<file path="src/rtl/cal_pkg.sv">
// Shared types and constants for the calculator divider.
// The FSM walks IDLE -> RUN -> DONE, and DONE commits the results.
package cal_pkg;

    typedef enum logic [1:0] {
        IDLE = 2'd0,
        RUN  = 2'd1,
        DONE = 2'd2
    } state_t;

    localparam int DW_DEF = 8;
    localparam int VW_DEF = 4;

    // Wide enough for any practical DW. Users slice off the low DW bits.
    localparam logic [63:0] DZ_QUOT = '1;

endpackage

</file>
<file path="src/rtl/cal_div_step.sv">
// One combinational restoring-division step.
// Shift in one dividend bit and subtract the divisor when it fits.
module cal_div_step #(
    parameter int VW = 4
) (
    input  logic [VW:0]   i_p,
    input  logic          i_bit,
    input  logic [VW-1:0] i_divisor,
    output logic [VW:0]   o_p,
    output logic          o_qbit
);

    logic [VW:0] w_t;
    logic [VW:0] w_d;

    assign w_t = {i_p[VW-1:0], i_bit};
    assign w_d = {1'b0, i_divisor};

    // A set top bit in P would make the true T exceed any VW-bit divisor.
    assign o_qbit = i_p[VW] | (w_t >= w_d);
    assign o_p    = o_qbit ? (w_t - w_d) : w_t;

endmodule

</file>
<file path="src/rtl/cal_div.sv">
// Sequential unsigned restoring divider. It produces one quotient bit per clock
// and uses a start/done handshake.
module cal_div
    import cal_pkg::*;
#(
    parameter int DW = DW_DEF,
    parameter int VW = VW_DEF
) (
    input  logic          i_clk,
    input  logic          i_rst,
    input  logic          i_start,
    input  logic [DW-1:0] i_dividend,
    input  logic [VW-1:0] i_divisor,
    output logic          o_busy,
    output logic          o_done,
    output logic [DW-1:0] o_quotient,
    output logic [VW-1:0] o_remainder,
    output logic          o_div_zero
);

    localparam int CW = $clog2(DW);

    state_t        r_state;
    state_t        w_state_nxt;
    logic [DW-1:0] r_a;
    logic [DW-1:0] r_q;
    logic [VW-1:0] r_d;
    logic [VW:0]   r_p;
    logic [CW-1:0] r_cnt;
    logic          r_dz;
    logic [VW:0]   w_p_nxt;
    logic          w_qbit;

    cal_div_step #(.VW(VW)) u_step (
        .i_p       (r_p),
        .i_bit     (r_a[DW-1]),
        .i_divisor (r_d),
        .o_p       (w_p_nxt),
        .o_qbit    (w_qbit)
    );

    // RUN performs DW-1 steps. DONE performs the last step and commits it, so
    // the results appear DW edges after acceptance.
    always_comb begin
        w_state_nxt = r_state;
        unique case (r_state)
            IDLE: if (i_start) w_state_nxt = (i_divisor == '0) ? DONE : RUN;
            RUN:  if (r_cnt == CW'(DW-2)) w_state_nxt = DONE;
            DONE: w_state_nxt = IDLE;
            default: w_state_nxt = IDLE;
        endcase
    end

    always_ff @(posedge i_clk or posedge i_rst) begin
        if (i_rst) r_state <= IDLE;
        else       r_state <= w_state_nxt;
    end

    assign o_busy = (r_state != IDLE);

    always_ff @(posedge i_clk or posedge i_rst) begin
        if (i_rst) begin
            r_a         <= '0;
            r_q         <= '0;
            r_d         <= '0;
            r_p         <= '0;
            r_cnt       <= '0;
            r_dz        <= 1'b0;
            o_done      <= 1'b0;
            o_quotient  <= '0;
            o_remainder <= '0;
            o_div_zero  <= 1'b0;
        end else begin
            o_done <= (r_state == DONE);
            unique case (r_state)
                IDLE: begin
                    if (i_start) begin
                        r_a   <= i_dividend;
                        r_d   <= i_divisor;
                        r_p   <= '0;
                        r_q   <= '0;
                        r_cnt <= '0;
                        r_dz  <= (i_divisor == '0);
                    end
                end
                RUN: begin
                    r_p   <= w_p_nxt;
                    r_q   <= {r_q[DW-2:0], w_qbit};
                    r_a   <= {r_a[DW-2:0], 1'b0};
                    r_cnt <= r_cnt + 1'b1;
                end
                DONE: begin
                    r_cnt <= '0;
                    if (r_dz) begin
                        o_quotient  <= DZ_QUOT[DW-1:0];
                        o_remainder <= '0;
                        o_div_zero  <= 1'b1;
                    end else begin
                        o_quotient  <= {r_q[DW-2:0], w_qbit};
                        o_remainder <= w_p_nxt[VW-1:0];
                        o_div_zero  <= 1'b0;
                    end
                end
                default: ;
            endcase
        end
    end

endmodule

</file>
<file path="config.mk">
export PLATFORM = sky130hd
export DESIGN_NAME = cal_div
export DESIGN_NICKNAME = d
export VERILOG_FILES = /design/src/rtl/cal_pkg.sv /design/src/rtl/cal_div_step.sv /design/src/rtl/cal_div.sv
export SDC_FILE = /design/constraint.sdc
export NUM_CORES = 1
export LEC_CHECK = 0
export ABC_CLOCK_PERIOD_IN_PS = 4200
export CORE_ASPECT_RATIO = 1.4
export CORE_UTILIZATION = 55
export CTS_CLUSTER_SIZE = 28
export DETAILED_ROUTE_END_ITERATION = 12
export GPL_TIMING_DRIVEN = 0
export PLACE_DENSITY = 0.8
export SYNTH_ARGS = -nofsm -noshare
export SYNTH_HDL_FRONTEND = slang
export SYNTH_SLANG_ARGS = --single-unit
</file>
<file path="constraint.sdc">
create_clock -name i_clk -period 4.2 [get_ports i_clk]
set_clock_uncertainty 0.1 [all_clocks]
set_input_delay 0.63 -clock i_clk [delete_from_list [all_inputs] [get_ports i_clk]]
set_output_delay 0.63 -clock i_clk [all_outputs]
set_load 0.02 [all_outputs]
</file>
== Yosys cells after proc, flatten, opt, wreduce, memory -nomap -nowiden ==
Cells that the tools add are included.
Widths: inputs -> output; s select.

* Logic and storage cells: 45
* Input bits: 15
* Register bits: 44

* Add/subtract/negate cells: 2
* Magnitude comparators: 1
* Bitwise operators: 1
* Mux-type cells: 16
* Reduce and logical (&&, ||, !) cells: 9
* Eq/ne operators: 5

{| class="wikitable"
|+ Operators by type and width
! kind !! count
|-
| $mux 8 || 2
|-
| $pmux 8 s2 || 1
|-
| $pmux 7 s2 || 1
|-
| $mux 5 || 2
|-
| $pmux 5 s2 || 1
|-
| $pmux 3 s3 || 1
|-
| $reduce_and 2->1 || 4
|-
| $mux 7 || 1
|-
| $mux 2 || 3
|-
| $ge 5x4->1 || 1
|-
| $sub 5x4->5 || 1
|-
| $logic_not 4->1 || 1
|-
| $mux 4 || 1
|-
| $ne 2x2->1 const B || 2
|-
| $pmux 2 s2 || 1
|-
| $reduce_bool 2->1 || 2
|-
| $add 3x1->3 const B || 1
|-
| $eq 3x3->1 const B || 1
|-
| $mux 3 || 1
|-
| $reduce_bool 3->1 || 1
|-
| $eq 2x1->1 const B || 1
|-
| $eq 2x2->1 const B || 1
|-
| $logic_not 2->1 || 1
|-
| $mux 1 || 1
|-
| $or 1x1->1 || 1
|}

== Logic depth before layout (Yosys ltp) ==
* Word-level depth: 4
* Gate-level depth with buffers: 8
* Depth with buffers taken out: 8

== By module ==
From an unflattened synthesis, not the netlist that was laid out.

* Cell total of the unflattened synthesis: 228
* Area total of the unflattened synthesis: 2197.1 um^2

{| class="wikitable"
|+ By module, submodules not included
! module !! cells each !! area each (um^2) !! sequential area each (um^2) !! instances
|-
| cal_div || 196 || 1936.9 || 1101.1 || 1
|-
| cal_div_step || 32 || 260.2 || 0.0 || 1
|}

== Worst setup path before layout ==
Ideal clock, no wire load.

* Kind: reg2reg
* Start point: register r_p[1]
* End point: register o_remainder[0]
* Setup time: 0.122 ns
* Required time: 3.978 ns
* Arrival time: 1.716 ns
* Cell stages (with the launch flop): 6
* Clock period less this slack: 1.938 ns
* Slack: 2.262 ns
* Buffers on the path: 0
* Cell sequence: dfrtp_1 -> ha_1 -> a21oi_1 -> a31oi_2 -> or3_4 -> a32o_1

* Word-level cells in the longest chain between the ends: 4

{| class="wikitable"
|+ RTL lines
! element !! RTL line !! RTL
|-
| start, declared || cal_div.sv:28 || <nowiki>logic [VW:0] r_p;</nowiki>
|-
| start signal, assigned || cal_div.sv:87 || <nowiki>r_p <= w_p_nxt;</nowiki>
|-
| $ge 5x4->1 || cal_div_step.sv:20 || <nowiki>assign o_qbit = i_p[VW] | (w_t >= w_d);</nowiki>
|-
| $or 1x1->1 || cal_div_step.sv:20 ||
|-
| $mux 5 || cal_div_step.sv:21 || <nowiki>assign o_p = o_qbit ? (w_t - w_d) : w_t;</nowiki>
|-
| $mux 4 || cal_div.sv:94 || <nowiki>if (r_dz) begin</nowiki>
|-
| end signal, assigned || cal_div.sv:100 || <nowiki>o_remainder <= w_p_nxt[VW-1:0];</nowiki>
|-
| end, declared || cal_div.sv:17 || <nowiki>output logic [VW-1:0] o_remainder,</nowiki>
|}

Every way passes these cells.
A chain may end at the register's enable or synchronous reset.

== Worst setup path after layout ==
* Start point: register r_state[0]
* End point: output port o_busy

* Word-level cells in the longest chain between the ends: 1

{| class="wikitable"
|+ RTL lines
! element !! RTL line !! RTL
|-
| start, declared || cal_div.sv:23 || <nowiki>state_t r_state;</nowiki>
|-
| start signal, assigned || cal_div.sv:56 || <nowiki>else r_state <= w_state_nxt;</nowiki>
|-
| $reduce_bool 2->1 || cal_div.sv:59 || <nowiki>assign o_busy = (r_state != IDLE);</nowiki>
|-
| end, declared || cal_div.sv:14 || <nowiki>output logic o_busy,</nowiki>
|}

Every way passes these cells.

==> run_results.csv <==
group,metric,value,unit
outcome,outcome,"complete, no violations",
power_and_ir_drop,power_density,824,mW/mm2
min_path,min_from,"o_quotient[7]",
synth,yosysTopAreaCell,"dfrtp_1",
clock_tree,cts_resized,0,
clock_tree,cts_tree,"yes",
run,drv_cap,0,
critical_path,start_kind,"register",
synth,synth_cell_types,43,
clock_tree,insertion_delay,0.30,ns
critical_path,cp_top_family,"buffers and inverters",
grt,grt_pass1_wl,6580,um
clock_tree,cts_setup_buffers,0,
min_path,worst_hold_path.endpoint,"o_quotient[7]",
placed_design,portBuffers,29,
timing,tns,0,ns
timing,max_freq,397,MHz
critical_path,cp-end-kind,"output pin",
critical_path,critPathArrivalTime,1.79,ns
floorplan,core,0.00368,mm2
critical_path,worstPathRequired,3.47,ns
synth,synth-edff-count,0,
cells_and_area,diodes,0,
grt,grt_use_total,0.228,
critical_path,crit_fanout,10,
synth,syn_area_per_cell,9.65,um2
critical_path,crit_path_max_incr_delay,0.54,ns
cells_and_area,drive_above_1_share,0.0817,
power_and_ir_drop,total_power,2.13,mW
timing,final-setup-viol-count,0,
clock_tree,cts.clk_slew.worst_paths,0.09,ns
critical_path,worst_path_max_delay_cell,"clkdlybuf4s50_1",
floorplan,initial_core_util,0.577,
critical_path,critPathBufInv,2,
clock_tree,cts-root-buf,"clkbuf_8",
timing,relSlewSlack,0.401,
detailed_routing,drt_iter0_drc,57,
detailed_routing,first_pass_iters,5,
timing,period_needed,2.52,ns
floorplan,dieArea,0.00411,mm2
clock_tree,htreeDepth,2,
cells_and_area,nFillCells,289,
min_path,hold_path_class,"register to register",
synth,syn-num-nets,242,
detailed_routing,wl,3990,um
timing,hold_viol,0,
critical_path,crit_path_start,"r_state[0]",
critical_path,r2r_end,"r_p[1]",
cells_and_area,layout_common_cells,"nand2_1 (50), dfrtp_1 (44), clkdlybuf4s50_1 (29), o21ai_0 (28), inv_1 (9)",
min_path,hold-path-cell-count,2,
power_and_ir_drop,power.leakage,1.15,nW
critical_path,path_class,"register to output pin",
synth,ys_warn_count,0,
synth,synth_area,0.00212,mm2
timing,tightestPinTransition,0.897,ns
detailed_routing,ant_nets,0,
grt,grt_pass1_vias,1464,
timing,finalMaxSlewViolations,0,
detailed_routing,viasPerCell,5.43,
grt,grt.overflow.total,0,
critical_path,worst-path-stages,3,
critical_path,path_cells,"buf_2 -> or2_2 -> clkdlybuf4s50_1",
cells_and_area,layout_commonest_cell,"nand2_1",
timing,finalCritPeriodShare,0.600,
detailed_routing,vias,1625,
critical_path,r2r_cells,5,
synth,synth_top_area_frac,0.519,
synth,synthArstFlopShare,1.00,
clock_tree,cts_hold_buf,0,
floorplan,ios,30,
critical_path,r2r_slack,1.98,ns
grt,grt_max_degree,45,
synth,synth_ff_type,"dfrtp_1",
cells_and_area,nets,278,
clock_tree,cts_buffers,5,
placed_design,globalplace.congestion,0.896,
critical_path,timing.rr.start,"r_p[1]",
clock_tree,clockBufferDepth,2,
synth,synth_cells,220,
grt,antenna_found_initial,0,
power_and_ir_drop,ir_worst_vdd,0.627,mV
placed_design,dp_hpwl,2780,um
floorplan,die-width,54.5,um
cells_and_area,syn2layout_area_growth,21.9,%
detailed_routing,drcViolationCount,0,
clock_tree,cts_sinks,44,
timing,rsz0062_at_grt,"false",
synth,synth-seq-cells,44,
detailed_routing,wl_per_cell,13.3,um
floorplan,die_h,75.5,um
synth,synthTopCellsByArea,"dfrtp_1 (52%), nand2_1 (8.8%), o21ai_0 (6.6%), ha_1 (3.5%), mux2i_1 (2.8%)",
synth,synth_seq_area_share,0.519,
floorplan,rows,26,
[flip-flops by register name, summed over array words and instances, names as in the netlist]
| name | flops |
|---|---|
| o_div_zero | 1 |
| r_cnt | 3 |
| o_remainder | 4 |
| r_d | 4 |
| r_dz | 1 |
| r_p | 5 |
| r_a | 8 |
| o_done | 1 |
| r_state | 2 |
| r_q | 7 |
| o_quotient | 8 |
[where the power goes]
| part | switching (mW) | internal, mW | leakage, nW | total (mW) |
|---|---|---|---|---|
| logic | 0.581 | 0.480 | 0.533 | 1.06 |
| clock network | 0.146 | 0.194 | 0.0614 | 0.340 |
| registers | 0.119 | 0.611 | 0.551 | 0.730 |
[tightest hold or removal path, delay by kind of cell, from the launching register on]
| kind | cells | cell delay (ns) |
|---|---|---|
| flops | 1 | 0.35 |
| simple gates | 2 | 0.09 |
[metal layers]
layer / routed length [um] / global-route usage / up-vias
met2: 1980 / 0.382 / 45
met3: 154 / 0.0479 / 8
met5: 0 / 0 / -
met1: 1770 / 0.278 / 748
met4: 86 / 0.0969 / 0
li1: - / - / 824
[worst max path at each step]
stage | endpoint | slack (ns)
detailed placement | r_a[3] | 1.75
floorplan | o_remainder[0] | 2.26
global route | o_busy | 1.63
CTS | o_busy | 1.66
global placement | o_remainder[1] | 1.58
finish | o_busy | 1.68
[cell usage after synthesis (2+ instances only)]
cell type and count:
mux2_2 2, nor2b_1 3, dfrtp_1 44, nand3_1 2
nand2b_1 3, ha_1 6, nor3_1 3, nand3b_1 2
o21ai_0 28, clkbuf_1 8, nor2_1 7, a21oi_1 7
o211ai_1 3, mux2i_1 6, o22ai_1 2, a22o_1 3
buf_2 3, nor4_1 2, nand2_1 50, xnor2_1 2
a32o_1 3, inv_1 10
[cells by family after synthesis]
family / Yosys count / share of synthesized area
muxes: 8 / 0.0389
xor gates and xnor gates: 3 / 0.0124
and+or+nand+nor: 81 / 0.180
buffers and inverters: 23 / 0.0460
adders and majority gates: 7 / 0.0448
DFF: 44 / 0.519
AOI/OAI and AO/OA: 54 / 0.159
[stage by stage]
step | util | cells | hold slack, ns | instance area, um2 | setup slack [ns]
after floorplan | - | 220 | 0.349 | 2120 | 2.26
after global placement | 0.671 | 291 | 0.349 | 2460 | 1.58
after detailed placement | 0.671 | 291 | 0.356 | 2460 | 1.75
after CTS | 0.704 | 299 | 0.375 | 2590 | 1.66
after global routing | 0.704 | 299 | 0.400 | 2590 | 1.63
final | 0.704 | 299 | 0.368 | 2590 | 1.68
[final cells by class]
| type | count | area, um2 | share of cell area |
|---|---|---|---|
| multi-input cells | 153 | 923 | 0.357 |
| inverters | 11 | 41.3 | 0.0160 |
| clock inverters | 2 | 38.8 | 0.0150 |
| flip-flops and latches | 44 | 1100 | 0.426 |
| plain buffers | 12 | 56.3 | 0.0218 |
| clock buffers | 6 | 82.6 | 0.0319 |
| well taps | 42 | 52.6 | 0.0203 |
| repair buffers | 29 | 290 | 0.112 |
Note: power is estimated with default switching activity, not from simulation.
